<file path="config.mk">
export PLATFORM = sky130hd
export DESIGN_NAME = mm_rd_req_arbiter
export DESIGN_NICKNAME = d
export VERILOG_FILES = /design/src/rtl/mm_rd_req_arbiter.sv
export SDC_FILE = /design/constraint.sdc
export NUM_CORES = 1
export LEC_CHECK = 0
export CAP_MARGIN = 20
export CORE_AREA = 2 2 464 466
export CTS_BUF_LIST = sky130_fd_sc_hd__clkbuf_8
export DETAILED_ROUTE_END_ITERATION = 8
export DIE_AREA = 0 0 466 468
export PLACE_DENSITY_LB_ADDON = 0.25
export SETUP_SLACK_MARGIN = 0.3
export SKIP_LAST_GASP = 1
export SLEW_MARGIN = 20
export SYNTH_ARGS = -nofsm -noshare
export SYNTH_HDL_FRONTEND = slang
export SYNTH_SLANG_ARGS = --single-unit
</file>
<file path="constraint.sdc">
create_clock -name clk -period 32.2 [get_ports clk]
set_input_delay 9.66 -clock clk [delete_from_list [all_inputs] [get_ports clk]]
set_output_delay 9.66 -clock clk [all_outputs]
set_load 0.01 [all_outputs]
</file>
<file path="src/rtl/mm_rd_req_arbiter.sv">
// mm_rd_req_arbiter: shares the CCI-P c0 read-request channel among N_REQ
// fetch engines. The arbiter is round-robin and honours c0TxAlmFull. Each
// requester has a cap on outstanding reads. Responses are steered back to
// their requester by Mdata index, and a drain handshake supports job teardown.

// Per-requester outstanding-read counter
module mm_rd_req_cnt #(
  parameter int MAX_OUTSTANDING = 64,
  parameter int CNT_W           = 7
) (
  input  logic             clk,
  input  logic             reset,
  input  logic             inc,
  input  logic             dec,
  output logic [CNT_W-1:0] cnt,
  output logic [CNT_W-1:0] cntNext,
  output logic             atMax
);
  // An issue and a return in the same cycle cancel out
  always_comb begin
    cntNext = cnt;
    if (inc && !dec)      cntNext = cnt + 1'b1;
    else if (dec && !inc) cntNext = cnt - 1'b1;
  end

  // Count register
  always_ff @(posedge clk or posedge reset) begin
    if (reset) cnt <= '0;
    else       cnt <= cntNext;
  end

  assign atMax = (cnt >= CNT_W'(MAX_OUTSTANDING));
endmodule

module mm_rd_req_arbiter #(
  parameter int N_REQ           = 2,
  parameter int ADDR_W          = 42,
  parameter int DATA_W          = 512,
  parameter int MDATA_W         = 16,
  parameter int MAX_OUTSTANDING = 64
) (
  input  logic                         clk,
  input  logic                         reset,
  input  logic [N_REQ-1:0]             req_valid,
  input  logic [N_REQ-1:0][ADDR_W-1:0] req_addr,
  output logic [N_REQ-1:0]             req_ready,
  output logic                         c0_tx_valid,
  output logic [ADDR_W-1:0]            c0_tx_addr,
  output logic [MDATA_W-1:0]           c0_tx_mdata,
  input  logic                         c0_tx_almfull,
  input  logic                         c0_rx_valid,
  input  logic [MDATA_W-1:0]           c0_rx_mdata,
  input  logic [DATA_W-1:0]            c0_rx_data,
  output logic [N_REQ-1:0]             rsp_valid,
  output logic [DATA_W-1:0]            rsp_data,
  input  logic                         drain_req,
  output logic                         drained,
  output logic                         err_bad_rsp
);
  localparam int IDX_W = (N_REQ > 1) ? $clog2(N_REQ) : 1;
  localparam int CNT_W = $clog2(MAX_OUTSTANDING + 1);

  localparam logic [1:0] ST_RUN     = 2'd0;
  localparam logic [1:0] ST_DRAIN   = 2'd1;
  localparam logic [1:0] ST_DRAINED = 2'd2;

  logic [1:0]                   state;
  logic [IDX_W-1:0]             rrPtr;
  logic                         canGrant;
  logic [N_REQ-1:0]             eligible;
  logic [N_REQ-1:0]             grant;
  logic                         anyGrant;
  logic [IDX_W-1:0]             grantIdx;
  logic [N_REQ-1:0]             atMax;
  logic [N_REQ-1:0]             rxHit;
  logic [N_REQ-1:0]             cntZeroNext;
  logic [N_REQ-1:0][CNT_W-1:0]  cnt;
  logic [N_REQ-1:0][CNT_W-1:0]  cntNext;
  logic [IDX_W-1:0]             rxIdx;
  logic                         rxUpperZero;
  logic                         rspBad;

  // Index arithmetic modulo N_REQ; arguments never exceed 2*N_REQ-2
  function automatic logic [IDX_W-1:0] wrapIdx(input int v);
    return IDX_W'((v >= N_REQ) ? v - N_REQ : v);
  endfunction

  // Grants are held off during reset, outside RUN, when drain is requested
  // in this very cycle, and under almost-full. A request that was already
  // registered still goes out, because the almfull slack covers it.
  assign canGrant = !reset && (state == ST_RUN) && !drain_req && !c0_tx_almfull;
  assign eligible = {N_REQ{canGrant}} & req_valid & ~atMax;

  // Round-robin pick: first eligible index at or after the pointer
  always_comb begin
    anyGrant = 1'b0;
    grantIdx = '0;
    for (int k = 0; k < N_REQ; k++) begin
      if (!anyGrant && eligible[wrapIdx(int'(rrPtr) + k)]) begin
        anyGrant = 1'b1;
        grantIdx = wrapIdx(int'(rrPtr) + k);
      end
    end
    grant = anyGrant ? (N_REQ'(1) << grantIdx) : '0;
  end

  assign req_ready = grant;

  // Response decode: a valid index requires zero upper Mdata bits, an index
  // below N_REQ, and a nonzero outstanding count. Anything else is dropped.
  assign rxIdx       = c0_rx_mdata[IDX_W-1:0];
  assign rxUpperZero = ((c0_rx_mdata >> IDX_W) == '0);

  // One-hot match of a good response to its requester
  always_comb begin
    rxHit = '0;
    for (int i = 0; i < N_REQ; i++)
      rxHit[i] = c0_rx_valid && rxUpperZero && (rxIdx == IDX_W'(i)) && (cnt[i] != '0);
  end

  assign rspBad = c0_rx_valid && (rxHit == '0);

  for (genvar i = 0; i < N_REQ; i++) begin : gLane
    mm_rd_req_cnt #(
      .MAX_OUTSTANDING(MAX_OUTSTANDING),
      .CNT_W          (CNT_W)
    ) uCnt (
      .clk    (clk),
      .reset  (reset),
      .inc    (grant[i]),
      .dec    (rxHit[i]),
      .cnt    (cnt[i]),
      .cntNext(cntNext[i]),
      .atMax  (atMax[i])
    );
    assign cntZeroNext[i] = (cntNext[i] == '0);
  end

  // Round-robin pointer moves past the winner only on a transfer
  always_ff @(posedge clk or posedge reset) begin
    if (reset)         rrPtr <= '0;
    else if (anyGrant) rrPtr <= wrapIdx(int'(grantIdx) + 1);
  end

  // Issue register. Address and Mdata hold their value between issues.
  always_ff @(posedge clk or posedge reset) begin
    if (reset) begin
      c0_tx_valid <= 1'b0;
      c0_tx_addr  <= '0;
      c0_tx_mdata <= '0;
    end else begin
      c0_tx_valid <= anyGrant;
      if (anyGrant) begin
        c0_tx_addr  <= req_addr[grantIdx];
        c0_tx_mdata <= MDATA_W'(grantIdx);
      end
    end
  end

  // Response register plus sticky error flag
  always_ff @(posedge clk or posedge reset) begin
    if (reset) begin
      rsp_valid   <= '0;
      rsp_data    <= '0;
      err_bad_rsp <= 1'b0;
    end else begin
      rsp_valid <= rxHit;
      if (rxHit != '0) rsp_data <= c0_rx_data;
      if (rspBad)      err_bad_rsp <= 1'b1;
    end
  end

  // Drain FSM. DRAIN completes once every count is zero after this cycle's
  // updates and no issue is in flight, so drained rises the cycle after
  // the last response.
  always_ff @(posedge clk or posedge reset) begin
    if (reset) begin
      state <= ST_RUN;
    end else begin
      case (state)
        ST_RUN:     if (drain_req) state <= ST_DRAIN;
        ST_DRAIN:   if ((&cntZeroNext) && !c0_tx_valid) state <= ST_DRAINED;
        ST_DRAINED: if (!drain_req) state <= ST_RUN;
        default:    state <= ST_RUN;
      endcase
    end
  end

  assign drained = (state == ST_DRAINED);
endmodule

</file>
==> impl_metrics.ini, run 1 <==
[setup_path]
crit_path_max_fanout = 52
cp_data_required_time_ps = 22540
crit_start = reset
worst_setup_path_end_kind = primary output
r2r_start = gLane[0].uCnt.cnt[1]
critPathArrivalTime_ps = 12340
crit_type = primary input to primary output
critPathLaunchType = primary input
ff2ff_path_depth = 11

[synth]
ys_warn_count = 0
ys_seq_area_share_pct = 64.5
synth_edf_count = 0
syn_inst = 2489
syn_area_per_cell_um2 = 8.98
synth.cell_area_um2 = 22400
ys_seq_elements = 576
ys_types = 55
async_reset_ff_share_pct = 100
ys.flop_type = dfrtp_1

[grt]
grt_use_met2_pct = 22.3
grtUsageTotal_pct = 13.8
antenna_found_initial = 124
busiest_layer = met2
gr-total-overflow = 0
met1_usage_pct = 15.1
grt_pass1_wl_um = 205000
grt_pass1_vias = 23100
grt_max_degree = 112
grt.met3_usage_pct = 8.69

[clocking]
clk_pin_slew_worst_paths_ps = 50
cts_resized = 0
cts-root-buf = clkbuf_8
ctsHoldBuffers = 0
numCtsBuffers = 131
cts.path.max_buffers = 3
numClockSinks = 576
clkLatencyLatePin_ps = 820
cts_tree = yes
cts_setup_buffers = 0
cts_htree_levels = 4

[finish]
layoutNonFillerInstCount = 6652
syn2layout_area_growth_pct = 79.8
nets = 4320
drive_gt1_share_pct = 6.41
finalInstanceArea_um2 = 40200

[power]
p_leak_nw = 19.2
ir_worst_vdd_mv = 0.0383
powerDensity_nw_per_um2 = 43.3

[floorplanning]
die_area_um2 = 218000
core_um2 = 213000
pin_count = 1196
die_h_um = 468
die_x_um = 466
start_util_pct = 10.5
row_count = 170

[placement]
dp_cells = 6402
place_area_um2 = 37400
place.detailed.hpwl_um = 124000
portBuffers = 1180
gp_congestion = 0.845

[detailed_routing]
routed_wirelength_um = 155000
drc_errors = 0
drt-initial-drc-count = 1193
num_vias = 22400
firstDrtPassIters = 8
wl_per_cell_um = 23.3
via_per_inst = 3.36
antenna_left = 0

[timing]
slew_headroom_pct = 34.8
timing.fmax_mhz = 45.4
finalCritPeriodShare_pct = 68.3
clock_skew_ps = 31.3
tns_ps = 0
min_period_ps = 22000
drv_slew = 0
finalSetupViolCount = 0
hold_viol = 0
worst_slew_pin_slew_ps = 978
rsz0062_at_grt = false

[status]
outcome = complete, no violations

[hold_path]
holdPathStages = 2
hp-class = flop to flop
hp-start = rsp_data[417]

[run]
max-cap-violations = 0
cell usage after synthesis (4+ instances only):
master | n | area (um2)
and3_1 | 6 | 37.5
or3_1 | 7 | 43.8
clkbuf_1 | 120 | 450
inv_1 | 53 | 199
dfrtp_1 | 576 | 14400
a211oi_1 | 4 | 30.0
o21ai_0 | 10 | 50.1
nand3_1 | 7 | 35.0
and2_1 | 4 | 25.0
xnor2_1 | 5 | 43.8
buf_1 | 6 | 22.5
buf_4 | 17 | 128
nand2_1 | 1543 | 5790
a222oi_1 | 42 | 420
a21oi_1 | 4 | 20.0
ha_1 | 4 | 50.1
nor2_1 | 16 | 60.1
and4_1 | 5 | 43.8
final timing paths:
kind | slack (ps) | endpoint
max | 10200 | req_ready[0]
min | 460 | rsp_data[417]
max reg2reg | 27180 | rsp_data[200]
min reg2reg | 460 | rsp_data[417]
max in group asynchronous | 20150 | rsp_data[467]
min in group asynchronous | 9510 | rsp_data[58]
report_power, final:
part	leakage [nW]	switching [W]	internal [W]
clock network	1.50	0.000395	0.000497
registers	8.02	0.00000273	0.000728
logic	9.68	0.0000429	0.0000753
stage by stage:
stage / total power (W) / utilization [%] / setup WS, ps / hold WS [ps]
final: 0.00174 / 18.8 / 10200 / 460
after global routing: 0.00183 / 18.8 / 10040 / 483
after CTS: 0.00180 / 18.8 / 10180 / 467
after detailed placement: 0.000864 / 17.5 / 10170 / 454
after global placement: 0.000863 / 17.5 / 10170 / 442
after floorplan: 0.000765 / - / 6430 / 471
cells in the final DEF (no fill, tap or decap), types with 3 or more instances in the layout:
| cell | n |
|---|---|
| a211oi_1 | 4 |
| a21o_1 | 3 |
| a21oi_1 | 3 |
| a222oi_1 | 42 |
| a22oi_1 | 3 |
| a31oi_1 | 3 |
| and2_1 | 4 |
| and3_1 | 6 |
| and4_1 | 5 |
| buf_12 | 3 |
| buf_4 | 21 |
| bufinv_16 | 3 |
| clkbuf_8 | 171 |
| clkdlybuf4s50_1 | 1180 |
| clkinv_2 | 13 |
| clkinvlp_4 | 4 |
| conb_1 | 15 |
| dfrtp_1 | 576 |
| diode_2 | 25 |
| ha_1 | 4 |
| inv_1 | 81 |
| inv_6 | 5 |
| nand2_1 | 1543 |
| nand3_1 | 6 |
| nand4_1 | 3 |
| nor2_1 | 16 |
| nor3_1 | 3 |
| nor4_2 | 3 |
| nor4b_2 | 3 |
| o211a_1 | 3 |
| o21ai_0 | 10 |
| or3_1 | 7 |
| xnor2_1 | 5 |
area by class of cell:
type | instances | area [um2]
clock buffers | 171 | 2350
well taps | 2838 | 3550
multi-input cells | 1729 | 7220
repair buffers | 1205 | 12000
flip-flops and latches | 576 | 14400
clock inverters | 54 | 349
fillers | 23800 | 173000
inverters | 54 | 211
diodes | 25 | 62.6
kinds of logic after synthesis:
family,synth area share [%]
AND/OR/NAND/NOR,28.1
flip-flops,64.5
buffers and inverters,3.62
AO/OA/AOI/OAI,3.28
XOR/XNOR,0.196
adder cells (fa/ha/maj),0.224
other,0.0168
multiplexers,0.0448
layer usage:
layer / wire length [um] / vias to the layer above
met2: 71800 / 1136
met5: 467 / -
met1: 57500 / 10700
li1: - / 10200
met4: 3580 / 72
met3: 22000 / 326
registers in the layout, indices dropped and copies added, names as in the netlist:
register        count
gLane.uCnt.cnt     14
rsp_data          512
state               2
rsp_valid           2
c0_tx_valid         1
c0_tx_mdata         1
c0_tx_addr         42
err_bad_rsp         1
rrPtr               1
worst max-delay path, stage by stage:
cell	delay [ps]
clkdlybuf4s50_1	580
nor3_2	390
nand3_1	320
clkinv_2	700
clkdlybuf4s50_1	700
No activity file was read; power rests on OpenSTA's default activity.
==> run 2: changes to the inputs <==
CORE_AREA = 2 2 461 463   (was 2 2 464 466)
DIE_AREA = 0 0 463 465   (was 0 0 466 468)
clock period = 19.89 ns   (was 32.2 ns; I/O delays follow)
==> impl_metrics.ini, run 2 (same netlist as run 1, synthesis figures left out) <==
[floorplanning]
start_util_pct = 10.6
die_area_um2 = 215000
die_x_um = 463
row_count = 169
pin_count = 1196
die_h_um = 465
core_um2 = 211000

[setup_path]
worst_setup_path_end_kind = primary output
crit_path_max_incr_delay_ps = 670
crit_top_cell = clkdlybuf4s50_1
crit_path_max_fanout = 49
critical-path-top-delay-family = buffers and inverters
rrSetupSlack_ps = 15650
crit_type = primary input to primary output
cp_slowest_cell = clkdlybuf4s50_1
critPathLaunchType = primary input
critPathArrivalTime_ps = 8720
critPathBufInv = 4
cp_data_required_time_ps = 13920
path_cells = clkdlybuf4s50_1 -> nor4b_1 -> nand3_1 -> inv_1 -> buf_4 -> clkdlybuf4s50_1

[detailed_routing]
antenna_left = 0
routed-wl-met3_um = 23600
met1_length_um = 56300
firstDrtPassIters = 7
drt-initial-drc-count = 1295
num_vias = 22500
met2_length_um = 69300
drc_errors = 0
via_per_inst = 3.38
top_layer_used = met5
wl_per_cell_um = 23.3
routed_wirelength_um = 155000

[clocking]
cts_tree = yes
cts.path.max_buffers = 3
numCtsBuffers = 131
cts_setup_buffers = 0
cts-root-buf = clkbuf_8
cts_resized = 0
cts_htree_levels = 4
clk_pin_slew_worst_paths_ps = 50
ctsHoldBuffers = 0
clkLatencyLatePin_ps = 900
numClockSinks = 576

[finish]
final_common_cell = nand2_1
syn2layout_area_growth_pct = 80.1
register_area_um2 = 14400
finalInstanceArea_um2 = 40300
largest_reg_flops = 512
drive_gt1_share_pct = 6.33
fillers = 23600
top_regs = rsp_data (512), c0_tx_addr (42), gLane.uCnt.cnt (14)
layoutNonFillerInstCount = 6649
most-common-layout-cells = 1,543 x nand2_1, 1,180 x clkdlybuf4s50_1, 576 x dfrtp_1
nets = 4321
multi_input_comb_area_um2 = 7210
top_register = rsp_data

[timing]
min_period_ps = 14690
hold_viol = 0
slew_headroom_pct = 35.1
timing.fmax_mhz = 68.1
worst_hold_slack_ps = 461
clock_skew_ps = 45.2
rsz0062_at_grt = false
finalCritPeriodShare_pct = 73.9
finalSetupViolCount = 0
tns_ps = 0
worst_slew_pin_slew_ps = 973
drv_slew = 0

[placement]
gp_congestion = 0.894
place.detailed.hpwl_um = 125000
portBuffers = 1180
place_area_um2 = 37400
dp_cells = 6386

[power]
finalPower_w = 0.00284
p_comb_share_pct = 6.6
intPower_w = 0.00211
powerDensity_nw_per_um2 = 70.5
ir_worst_vdd_mv = 0.0612
p_leak_nw = 19.3
p_switching_w = 0.000728
switching_share_pct = 25.6
seq_power_share_pct = 41.7
p_clk_share_pct = 51.7

[grt]
grt_max_degree = 119
gr-total-overflow = 0
antenna_found_initial = 154
grt_pass1_wl_um = 206000
grt_pass1_vias = 23200
grtUsageTotal_pct = 14.1

[hold_path]
hp-class = flop to flop

[status]
outcome = complete, no violations

[run]
max-cap-violations = 0
[run 2: changes by cell type in the layout (fill, tap and decap cells not counted), moves of 3 or more]
cell | before | now
diode_2 | 25 | 34
clkbuf_8 | 171 | 163
inv_1 | 81 | 88
clkinv_2 | 13 | 10
inv_12 | 0 | 3
[run 2: final cells by class]
class                      instances  area share [%]
antenna                           34           0.211
clock buffer                     163            5.57
clock inverter                    66            1.29
inverter                          54           0.516
multi-input combinational       1729            17.9
sequential                       576            35.8
tap                             2821            8.77
timing repair buffer            1206            29.9
[run 2: path summary, 6_finish.rpt]
path | startpoint | to | cells after the start
max | drain_req | req_ready[1] | 6
min | rsp_data[211] | rsp_data[211] | 2
max reg2reg | gLane[0].uCnt.cnt[0] | rsp_data[182] | 9
min reg2reg | rsp_data[211] | rsp_data[211] | 2
max in group asynchronous | reset | rsp_data[247] | 6
min in group asynchronous | reset | c0_tx_addr[5] | 2
[run 2: power by group through the flow]
| stage | registers, W | clock network (W) | logic [W] |
|---|---|---|---|
| floorplan | 0.00121 | 0 | 0.0000328 |
| global placement | 0.00120 | 0 | 0.000192 |
| detailed placement | 0.00120 | 0 | 0.000192 |
| CTS | 0.00118 | 0.00155 | 0.000193 |
| global route | 0.00118 | 0.00160 | 0.000203 |
| finish | 0.00118 | 0.00147 | 0.000188 |
[run 2: stage by stage]
step	setup WS [ps]	util [%]
global route	4980	19.1
CTS	5180	19.1
detailed placement	5180	17.7
finish	5200	19.1
global placement	5040	17.7
floorplan	6080	-
[run 2: layer usage]
layer,vias up,GRT usage (%)
met4,90,5.40
li1,10200,-
met3,405,10.0
met1,10600,14.7
met2,1164,21.9
met5,-,0
[run 2: tightest hold or removal path, stage by stage, from the launching register on]
cell and delay [ps]:
dfrtp_1 330, nand2_1 50, nand2_1 50
==> run 3: changes to the inputs <==
clock period = 13.5 ns   (was 19.89 ns; I/O delays follow)
==> impl_metrics.ini, run 3 (same netlist as run 1, synthesis figures left out) <==
[floorplanning]
die_area_um2 = 215000
die_h_um = 465
die_x_um = 463
pin_count = 1196
row_count = 169
start_util_pct = 10.6
core_um2 = 211000

[timing]
hold_viol = 0
tns_ps = 0
layout_setup_ws_ps = 2780
rsz0062_at_grt = false
finalCritPeriodShare_pct = 79.4
drv_slew = 0
finalSetupViolCount = 0
min_period_ps = 10720
timing.fmax_mhz = 93.3
worst_slew_pin_slew_ps = 1080
clock_skew_ps = 37.8
slew_headroom_pct = 28.2

[hold_path]
hp-class = flop to flop

[setup_path]
cp_data_required_time_ps = 9450
rrSetupSlack_ps = 9620
crit_top_cell = clkdlybuf4s50_1
path_cells = clkdlybuf4s50_1 -> nor3_2 -> nand3_1 -> clkinv_2 -> clkdlybuf4s50_1
critPathLaunchType = primary input
cp_slowest_cell = clkinv_2
critPathBufInv = 3
critical-path-top-delay-family = buffers and inverters
crit_path_max_fanout = 52
crit_type = primary input to primary output
critPathArrivalTime_ps = 6670
crit_path_max_incr_delay_ps = 720
worst_setup_path_end_kind = primary output

[clocking]
clk_pin_slew_worst_paths_ps = 50
ctsHoldBuffers = 0
numCtsBuffers = 132
cts.path.max_buffers = 3
cts_resized = 0
clkLatencyLatePin_ps = 830
numClockSinks = 576
cts_tree = yes
cts_htree_levels = 4
cts-root-buf = clkbuf_8
cts_setup_buffers = 0

[placement]
portBuffers = 1180
gp_congestion = 0.871
pre_cts_ws_ps = 2760
place.detailed.hpwl_um = 125000

[detailed_routing]
met2_length_um = 70200
met1_length_um = 58900
num_vias = 22400
wl_per_cell_um = 23.4
drc_errors = 0
via_per_inst = 3.37
top_layer_used = met5
firstDrtPassIters = 8
antenna_left = 0
routed-wl-met3_um = 21800
routed_wirelength_um = 156000
drt-initial-drc-count = 1140

[finish]
most-common-layout-cells = 1,543 x nand2_1, 1,180 x clkdlybuf4s50_1, 576 x dfrtp_1
largest_reg_flops = 512
top_register = rsp_data
top_regs = rsp_data (512), c0_tx_addr (42), gLane.uCnt.cnt (14)
syn2layout_area_growth_pct = 80.0
final_common_cell = nand2_1
drive_gt1_share_pct = 6.33
nets = 4323

[status]
outcome = complete, no violations

[grt]
grt_max_degree = 111
grt_pass1_vias = 23200
grt_pass1_wl_um = 208000
antenna_found_initial = 138
grtUsageTotal_pct = 14.2
gr-total-overflow = 0

[power]
p_leak_nw = 19.2
ir_worst_vdd_mv = 0.0755
powerDensity_nw_per_um2 = 104

[run]
max-cap-violations = 0
[run 3: per-stage QoR]
step                      std cells  utilization (%)  total power [W]  hold WS (ps)  instance area (um2)
after global placement         6386             17.8          0.00206           450                37400
final                          6644             19.1          0.00418           460                40200
after floorplan                2503                -          0.00182           471                22400
after CTS                      6615             19.1          0.00432           466                40200
after detailed placement       6387             17.8          0.00206           454                37400
after global routing           6621             19.1          0.00440           481                40200
[run 3: metal layers]
layer / vias to the layer above / global-route usage (%)
met5: - / 0
met4: 72 / 3.60
met3: 372 / 9.24
met2: 1079 / 22.6
met1: 10700 / 15.5
li1: 10200 / -
[run 3: power breakdown]
| group | switching, W | internal [W] |
|---|---|---|
| clock | 0.000965 | 0.00119 |
| combinational | 0.0000981 | 0.000180 |
| sequential | 0.00000641 | 0.00174 |
[run 3: worst reg2reg max path, delay by kind of cell (launching register included)]
family / cells / cell delay [ps]
flops: 1 / 430
buf+inv: 3 / 1560
compound gates: 2 / 850
fa+ha+maj: 1 / 180
simple gates: 3 / 780
[run 3: cell type report]
type	instances	area, um2
timing repair buffer	1207	12100
tap	2821	3530
antenna	29	72.6
fill	23600	171000
inverter	54	208
clock buffer	160	2200
clock inverter	68	519
multi-input combinational	1729	7210
sequential	576	14400
[run 3: path summary, 6_finish.rpt]
kind                                      start              to  cells after the start
min                               rsp_data[231]   rsp_data[231]                      2
min in group asynchronous                 reset  c0_tx_addr[41]                      2
max                               c0_tx_almfull    req_ready[0]                      5
min reg2reg                       rsp_data[231]   rsp_data[231]                      2
max reg2reg                gLane[0].uCnt.cnt[0]   rsp_data[299]                      9
max in group asynchronous                 reset   rsp_data[294]                      4
